<file path="config.mk">
export PLATFORM = sky130hd
export DESIGN_NAME = bcd_countdown_timer
export DESIGN_NICKNAME = d
export VERILOG_FILES = /design/src/rtl/bcd_timer_pkg.sv /design/src/rtl/bcd_digit_down.sv /design/src/rtl/bcd_countdown_timer.sv
export SDC_FILE = /design/constraint.sdc
export NUM_CORES = 1
export LEC_CHECK = 0
export CAP_MARGIN = 20
export CORE_MARGIN = 2
export CORE_UTILIZATION = 50
export CTS_CLUSTER_DIAMETER = 150
export CTS_CLUSTER_SIZE = 40
export DETAILED_ROUTE_END_ITERATION = 7
export GPL_TIMING_DRIVEN = 0
export PLACE_DENSITY = 0.8
export SKIP_CTS_REPAIR_TIMING = 1
export SLEW_MARGIN = 20
export SYNTH_ARGS = -nofsm -noshare
export SYNTH_HDL_FRONTEND = slang
export SYNTH_HIERARCHICAL = 1
export SYNTH_SLANG_ARGS = --single-unit
</file>
<file path="constraint.sdc">
create_clock -name in_clk -period 6.9 [get_ports in_clk]
set_clock_uncertainty 0.1 [all_clocks]
set_input_delay 0.69 -clock in_clk [delete_from_list [all_inputs] [get_ports in_clk]]
set_output_delay 0.69 -clock in_clk [all_outputs]
set_load 0.03 [all_outputs]
</file>
<file path="src/rtl/bcd_timer_pkg.sv">
// Shared types and constants for the BCD MM:SS countdown timer.
package bcd_timer_pkg;

    localparam int BCD_W = 4;
    localparam logic [BCD_W-1:0] DIGIT_MAX    = 4'd9;
    localparam logic [BCD_W-1:0] SEC_TENS_MAX = 4'd5;

    typedef enum logic [1:0] {
        ST_IDLE    = 2'd0,
        ST_RUN     = 2'd1,
        ST_PAUSE   = 2'd2,
        ST_EXPIRED = 2'd3
    } state_t;

    // Saturate a preset nibble so out-of-range values never reach the count.
    function automatic logic [BCD_W-1:0] clamp_bcd(input logic [BCD_W-1:0] d,
                                                   input logic [BCD_W-1:0] max_val);
        return (d > max_val) ? max_val : d;
    endfunction

endpackage

</file>
<file path="src/rtl/bcd_digit_down.sv">
// One BCD digit of the countdown borrow chain; wraps 0 -> i_max when borrowed from.
module bcd_digit_down
    import bcd_timer_pkg::*;
(
    input  logic [BCD_W-1:0] i_digit,
    input  logic [BCD_W-1:0] i_max,
    input  logic             i_borrow,
    output logic [BCD_W-1:0] o_digit,
    output logic             o_borrow
);

    logic w_is_zero;

    assign w_is_zero = (i_digit == '0);
    assign o_borrow  = i_borrow & w_is_zero;

    always_comb begin
        o_digit = i_digit;
        if (i_borrow) begin
            o_digit = w_is_zero ? i_max : (i_digit - 1'b1);
        end
    end

endmodule

</file>
<file path="src/rtl/bcd_countdown_timer.sv">
// Four-digit BCD MM:SS countdown timer with load/start/pause control and done pulse.
// Define BCD_TIMER_AUTO_RELOAD_EN to reload the preset on expiry instead of stopping.
module bcd_countdown_timer
    import bcd_timer_pkg::*;
#(
    parameter int CLK_DIV = 50000000
) (
    input  logic             rst,
    input  logic             in_clk,
    input  logic             load,
    input  logic             start,
    input  logic             pause,
    input  logic [BCD_W-1:0] preset_min_tens,
    input  logic [BCD_W-1:0] preset_min_ones,
    input  logic [BCD_W-1:0] preset_sec_tens,
    input  logic [BCD_W-1:0] preset_sec_ones,
    output logic [BCD_W-1:0] min_tens,
    output logic [BCD_W-1:0] min_ones,
    output logic [BCD_W-1:0] sec_tens,
    output logic [BCD_W-1:0] sec_ones,
    output logic             running,
    output logic             paused,
    output logic             expired,
    output logic             done
);

    localparam int PRESC_W = (CLK_DIV > 2) ? $clog2(CLK_DIV) : 1;
    localparam logic [PRESC_W-1:0] PRESC_LAST = PRESC_W'(CLK_DIV - 1);

    // Digit arrays are ordered least significant first: sec_ones, sec_tens, min_ones, min_tens.
    state_t             r_state;
    logic [PRESC_W-1:0] r_presc;
    logic [BCD_W-1:0]   r_digit  [4];
    logic [BCD_W-1:0]   r_preset [4];
    logic               r_running, r_paused, r_expired, r_done;

    state_t             w_state_next;
    logic [PRESC_W-1:0] w_presc_next;
    logic [BCD_W-1:0]   w_digit_next  [4];
    logic [BCD_W-1:0]   w_preset_next [4];
    logic               w_done_next;
    logic [BCD_W-1:0]   w_raw     [4];
    logic [BCD_W-1:0]   w_clamped [4];
    logic [BCD_W-1:0]   w_dec     [4];
    logic [4:0]         w_borrow;
    logic               w_count_zero;
    logic               w_dec_zero;

    assign w_raw[0] = preset_sec_ones;
    assign w_raw[1] = preset_sec_tens;
    assign w_raw[2] = preset_min_ones;
    assign w_raw[3] = preset_min_tens;

    assign w_borrow[0] = 1'b1;

    generate
        for (genvar gi = 0; gi < 4; gi++) begin : g_digit
            localparam logic [BCD_W-1:0] MAXV = (gi == 1) ? SEC_TENS_MAX : DIGIT_MAX;

            assign w_clamped[gi] = clamp_bcd(w_raw[gi], MAXV);

            bcd_digit_down u_digit (
                .i_digit  (r_digit[gi]),
                .i_max    (MAXV),
                .i_borrow (w_borrow[gi]),
                .o_digit  (w_dec[gi]),
                .o_borrow (w_borrow[gi+1])
            );
        end
    endgenerate

    // A borrow out of the top digit means every digit was already zero.
    assign w_count_zero = w_borrow[4];
    assign w_dec_zero   = ((w_dec[0] | w_dec[1] | w_dec[2] | w_dec[3]) == '0);

    always_comb begin
        w_state_next  = r_state;
        w_presc_next  = r_presc;
        w_digit_next  = r_digit;
        w_preset_next = r_preset;
        w_done_next   = 1'b0;
        if (load) begin
            w_digit_next  = w_clamped;
            w_preset_next = w_clamped;
            w_presc_next  = '0;
            w_state_next  = ST_IDLE;
        end else begin
            case (r_state)
                ST_IDLE: begin
                    if (!pause && start && !w_count_zero) begin
                        w_state_next = ST_RUN;
                    end
                end
                ST_RUN: begin
                    if (pause) begin
                        w_state_next = ST_PAUSE;
                    end else if (r_presc == PRESC_LAST) begin
                        w_presc_next = '0;
                        w_digit_next = w_dec;
                        if (w_dec_zero) begin
                            w_done_next = 1'b1;
`ifdef BCD_TIMER_AUTO_RELOAD_EN
                            w_digit_next = r_preset;
`else
                            w_state_next = ST_EXPIRED;
`endif
                        end
                    end else begin
                        w_presc_next = r_presc + 1'b1;
                    end
                end
                ST_PAUSE: begin
                    if (!pause && start) begin
                        w_state_next = ST_RUN;
                    end
                end
                default: begin
                end
            endcase
        end
    end

    always_ff @(posedge in_clk or negedge rst) begin
        if (!rst) begin
            r_state   <= ST_IDLE;
            r_presc   <= '0;
            r_digit   <= '{default: '0};
            r_preset  <= '{default: '0};
            r_running <= 1'b0;
            r_paused  <= 1'b0;
            r_expired <= 1'b0;
            r_done    <= 1'b0;
        end else begin
            r_state   <= w_state_next;
            r_presc   <= w_presc_next;
            r_digit   <= w_digit_next;
            r_preset  <= w_preset_next;
            r_running <= (w_state_next == ST_RUN);
            r_paused  <= (w_state_next == ST_PAUSE);
            r_expired <= (w_state_next == ST_EXPIRED);
            r_done    <= w_done_next;
        end
    end

    assign sec_ones = r_digit[0];
    assign sec_tens = r_digit[1];
    assign min_ones = r_digit[2];
    assign min_tens = r_digit[3];
    assign running  = r_running;
    assign paused   = r_paused;
    assign expired  = r_expired;
    assign done     = r_done;

endmodule
</file>
* After elaboration in Yosys (flattened, before gate mapping) *
Cells that the tools add are included.

storage, ports and cells
  bits of input ports = 21
  logic and storage cells = 77
  register bits after elaboration = 48
  output and inout bits = 20

operators by class
  $lt $le $gt $ge = 4
  reduce and logical (&&, ||, !) cells = 14
  bitwise gates (word level) = 6
  eq/ne operators = 7
  multiplexer cells = 31
  $add $sub $neg = 5

operators by type and width
  kind                                                number
  two-way mux 26 bit                                  4
  two-way mux 16 bit                                  4
  two-way mux 4 bit                                   11
  adder 26 x 1 -> 26 bit, second input constant       1
  == test 26 bit, second input constant               1
  logical NOT 4 bit                                   5
  subtractor 4 x 1 -> 4 bit, second input constant    4
  > comparator 4 bit, second input constant           3
  two-way mux 2 bit                                   6
  OR 4 bit                                            3
  == test 2 bit, second input constant                3
  one-hot mux 2 bit (3 select lines)                  1
  two-way mux 1 bit                                   5
  == test 2 x 1 -> 1 bit, second input constant       2
  > comparator 4 x 3 -> 1 bit, second input constant  1
  nonzero test 2 bit                                  2
  AND 1 bit                                           3
  AND reduction 3 bit                                 1
  logical AND 1 bit                                   2
  logical NOT 1 bit                                   2
  logical NOT 2 bit                                   1
  != test 2 bit, second input constant                1
  AND reduction 2 bit                                 1

* Logic depth before layout (Yosys ltp) *
  depth in word-level cells = 13
  depth in mapped cells = 17
  gate-level depth less buffers = 14

* Cells and area by module *
Netlist, hierarchy kept.

modules (own cells, without submodules)
  module               instances  area each (um^2)  cells an instance  seq. area each (um^2)
  bcd_countdown_timer  1          2678.8            275                1201.2
  bcd_digit_down       4          160.2             23                 0.0

* Worst setup path before layout *
No wires, ideal clock.

  path type = reg-to-reg
  start point = register r_digit, in the netlist sec_ones[0]
  end point = register r_paused, in the netlist paused
  setup time = 0.067 ns
  arrival = 3.031 ns
  clock period less this slack = 3.198 ns
  buffers on the path = 3
  setup slack = 3.702 ns
  required time = 6.733 ns
  stages on the path, launching flop included = 17
  cells stage by stage = dfrtp_1 > inv_1 > ha_1 > nor3b_4 > and2_2 > buf_6 > and2_2 > buf_6 > and2_2 > buf_6 > a21oi_1 > nor3_1 > nor4_1 > and4_1 > nand4_1 > a21oi_1 > and3_1

RTL lines
  what                    RTL line                    text
  start, declared         bcd_countdown_timer.sv:33   logic [BCD_W-1:0] r_digit [4];
  start signal, assigned  bcd_countdown_timer.sv:136  r_digit <= w_digit_next;
  end signal, assigned    bcd_countdown_timer.sv:139  r_paused <= (w_state_next == ST_PAUSE);
  end, declared           bcd_countdown_timer.sv:35   logic r_running, r_paused, r_expired, r_done;

==> flow_summary.json <==
{
  "setup_tns_ps": 0,
  "cp.arrival_ps": 3670,
  "start_util_pct": 52.0,
  "route.met2.wl_mm": 4.13,
  "r2r_start": "sec_ones[0]$_DFFE_PN0P_",
  "antenna_found_initial": 0,
  "hold_class": "in2async",
  "relSlewSlack_pct": 32.5,
  "syn2layout_area_growth_pct": 21.0,
  "synth_top_cell_by_area": "dfrtp_1",
  "gp_congestion": 0.864,
  "rrSetupSlack_ps": 3370,
  "cts_tree": "yes",
  "insertion_delay_ps": 300,
  "outcome": "complete, no violations",
  "rows": 29,
  "synth_cells": 367,
  "hold_violations": 0,
  "coreArea_mm2": 0.00639,
  "p_per_area_mw_per_mm2": 166,
  "port_buffers": 40,
  "ys.warnings.count": 6,
  "period_minus_slack_ps": 3530,
  "cap_violations": 0,
  "endpoint": "paused$_DFF_PN0_",
  "cp-end-kind": "flop",
  "ctsHtreeMaxLevel": 2,
  "async_flop_share_pct": 100,
  "cts_sinks": 48,
  "drv_slew": 0,
  "cp.required_ps": 7040,
  "reg2reg_to": "paused$_DFF_PN0_",
  "ir_drop_mv": 0.113,
  "synth_ff_type": "dfrtp_1",
  "synth.avg_cell_area_um2": 9.04,
  "gr-total-overflow": 0,
  "viasPerCell": 6.09,
  "ff2ff_path_depth": 17,
  "synth-edff-count": 0,
  "period_share_pct": 51.2,
  "grt_max_degree": 34,
  "wl_per_cell_um": 16.2,
  "synth_seq_area_share_pct": 36.2,
  "drc": 0,
  "top_layer_used": "met4",
  "wirelength_mm": 8.24,
  "ys_types": 52,
  "total_leakage_power_nw": 1.67,
  "drive_above_1_share_pct": 13.5,
  "die_area_mm2": 0.00731,
  "critPathMaxFanout": 10,
  "dpl.cell_count": 500,
  "cts-buffers-inserted": 5,
  "clockRootBuffer": "clkbuf_8",
  "drt-met1-wl_mm": 3.59,
  "ant_nets": 0,
  "die_y_um": 85.5,
  "n_antenna_cell": 0,
  "synth_seq_cells": 48,
  "clk_path_buf_depth": 2,
  "io_pins": 41,
  "max_clock_freq_ghz": 0.283,
  "setup_viol": 0,
  "clkTransAtPathRegs_ps": 90,
  "critPathLaunchType": "flop",
  "instances_no_fill": 507,
  "grt_pass1_vias": 2903,
  "netlist_area_mm2": 0.00332,
  "vias": 3088,
  "fp.dieW_um": 85.5,
  "first_pass_iters": 4,
  "grt_first_pass_wirelength_mm": 13.8,
  "layout.nets": 456,
  "dp_hpwl_mm": 6.13,
  "yosys-top-cells-area": "dfrtp_1 (36%), mux2i_1 (6.0%), a21oi_1 (3.6%), nand3_1 (3.3%), nor4_1 (3.2%)",
  "rsz0062_at_grt": "false",
  "crit_start": "sec_ones[0]$_DFFE_PN0P_",
  "wl_met3_um": 434,
  "critical_path_class": "reg2reg",
  "drtIter0Drc": 175,
  "groute.usage.overall_pct": 23.4,
  "worst_pin_slew_ps": 1000,
  "yosysTopAreaCellShare_pct": 36.2
}
worst min-delay path by stage:
| stage | cells past startpoint | endpoint |
|---|---|---|
| 2_1_floorplan | 0 | done$_DFF_PN0_ |
| 3_3_place_gp | 2 | r_presc[1]$_DFFE_PN0P_ |
| 3_5_place_dp | 2 | r_presc[1]$_DFFE_PN0P_ |
| 4_1_cts | 1 | r_presc[0]$_DFFE_PN0P_ |
| 5_1_grt | 1 | r_presc[0]$_DFFE_PN0P_ |
| 6_report | 1 | r_presc[0]$_DFFE_PN0P_ |
kinds of logic (layout without fill, tap and decap cells):
logic type,count (synthesis),after routing,synth area share [%]
muxes,20,20,6.03
adders and majority gates,5,5,1.88
buffers and inverters,34,82,6.48
other,2,17,0.226
DFF,48,48,36.2
AOI/OAI and AO/OA,92,92,18.2
and+or+nand+nor,162,162,29.9
xor gates and xnor gates,4,4,1.06
cell type report:
class | instances | area (um2)
Fill cell | 532 | 2370
Timing Repair Buffer | 41 | 415
Buffer | 16 | 148
Sequential cell | 48 | 1200
Inverter | 18 | 67.6
Clock inverter | 2 | 60.1
Tap cell | 77 | 96.3
Clock buffer | 5 | 68.8
Multi-Input combinational cell | 300 | 1960
per-layer routing:
| layer | vias up | global-route usage, % |
|---|---|---|
| met1 | 1510 | 30.6 |
| met5 | - | 0 |
| met2 | 93 | 41.1 |
| met3 | 10 | 3.60 |
| met4 | 0 | 5.19 |
| li1 | 1475 | - |
cells in the final DEF, fill, tap and decap left out, types with 5 or more instances in the layout:
cell type and n:
a21o_2 9, a21oi_1 24, a31o_2 8, and3_1 7
buf_6 7, clkbuf_1 5, clkbuf_8 8, clkdlybuf4s50_1 39
conb_1 17, dfrtp_1 48, ha_1 5, inv_1 18
mux2i_1 20, nand2_1 28, nand3_1 22, nand4_1 10
nor2_1 22, nor3_1 17, nor4_1 17, o211ai_1 5
o21ai_0 18
power by group:
group / leakage (nW) / total (W) / internal, W / switching (W)
Combinational: 0.963 / 0.000126 / 0.0000562 / 0.0000701
Clock: 0.0642 / 0.000234 / 0.000143 / 0.0000916
Sequential: 0.640 / 0.000307 / 0.000291 / 0.0000159
flip-flops by register name (all words and copies together) (netlist names):
register  flops
r_state       2
running       1
min_tens      4
r_presc      26
sec_tens      4
min_ones      4
done          1
sec_ones      4
paused        1
expired       1
metrics by stage:
stage	setup WS (ps)	hold WS (ps)	power [W]	area (um2)	util, %
final	3370	201	0.000667	4020	62.9
after global placement	3550	438	0.000431	3870	60.6
after CTS	3380	213	0.000669	4020	62.9
after global routing	3030	237	0.000695	4020	62.9
after floorplan	3700	294	0.000383	3380	-
after detailed placement	3430	447	0.000437	3890	60.9
synth_stat cells (7+ instances only):
cell type   n
nand2_1    28
nor2_1     22
a21o_2      9
a21oi_1    24
nand4_1    10
nand3_1    22
o21ai_0    18
and3_1      7
dfrtp_1    48
nor4_1     17
mux2i_1    20
a31o_2      8
inv_1      18
buf_6       7
nor3_1     17
worst max-delay path, stage by stage, from the launching register on:
cell and delay, ps:
dfrtp_1 440, inv_1 90, ha_1 220, nor3b_4 280
and2_2 200, buf_6 120, and2_2 160, buf_6 130
and2_2 150, buf_6 120, nand2_1 50, nand2_1 60
o21ai_0 130, nor4_1 360, and4_1 300, nand4_1 120
a21oi_1 260, and3_1 190
No activity file was read; power rests on OpenSTA's default activity.
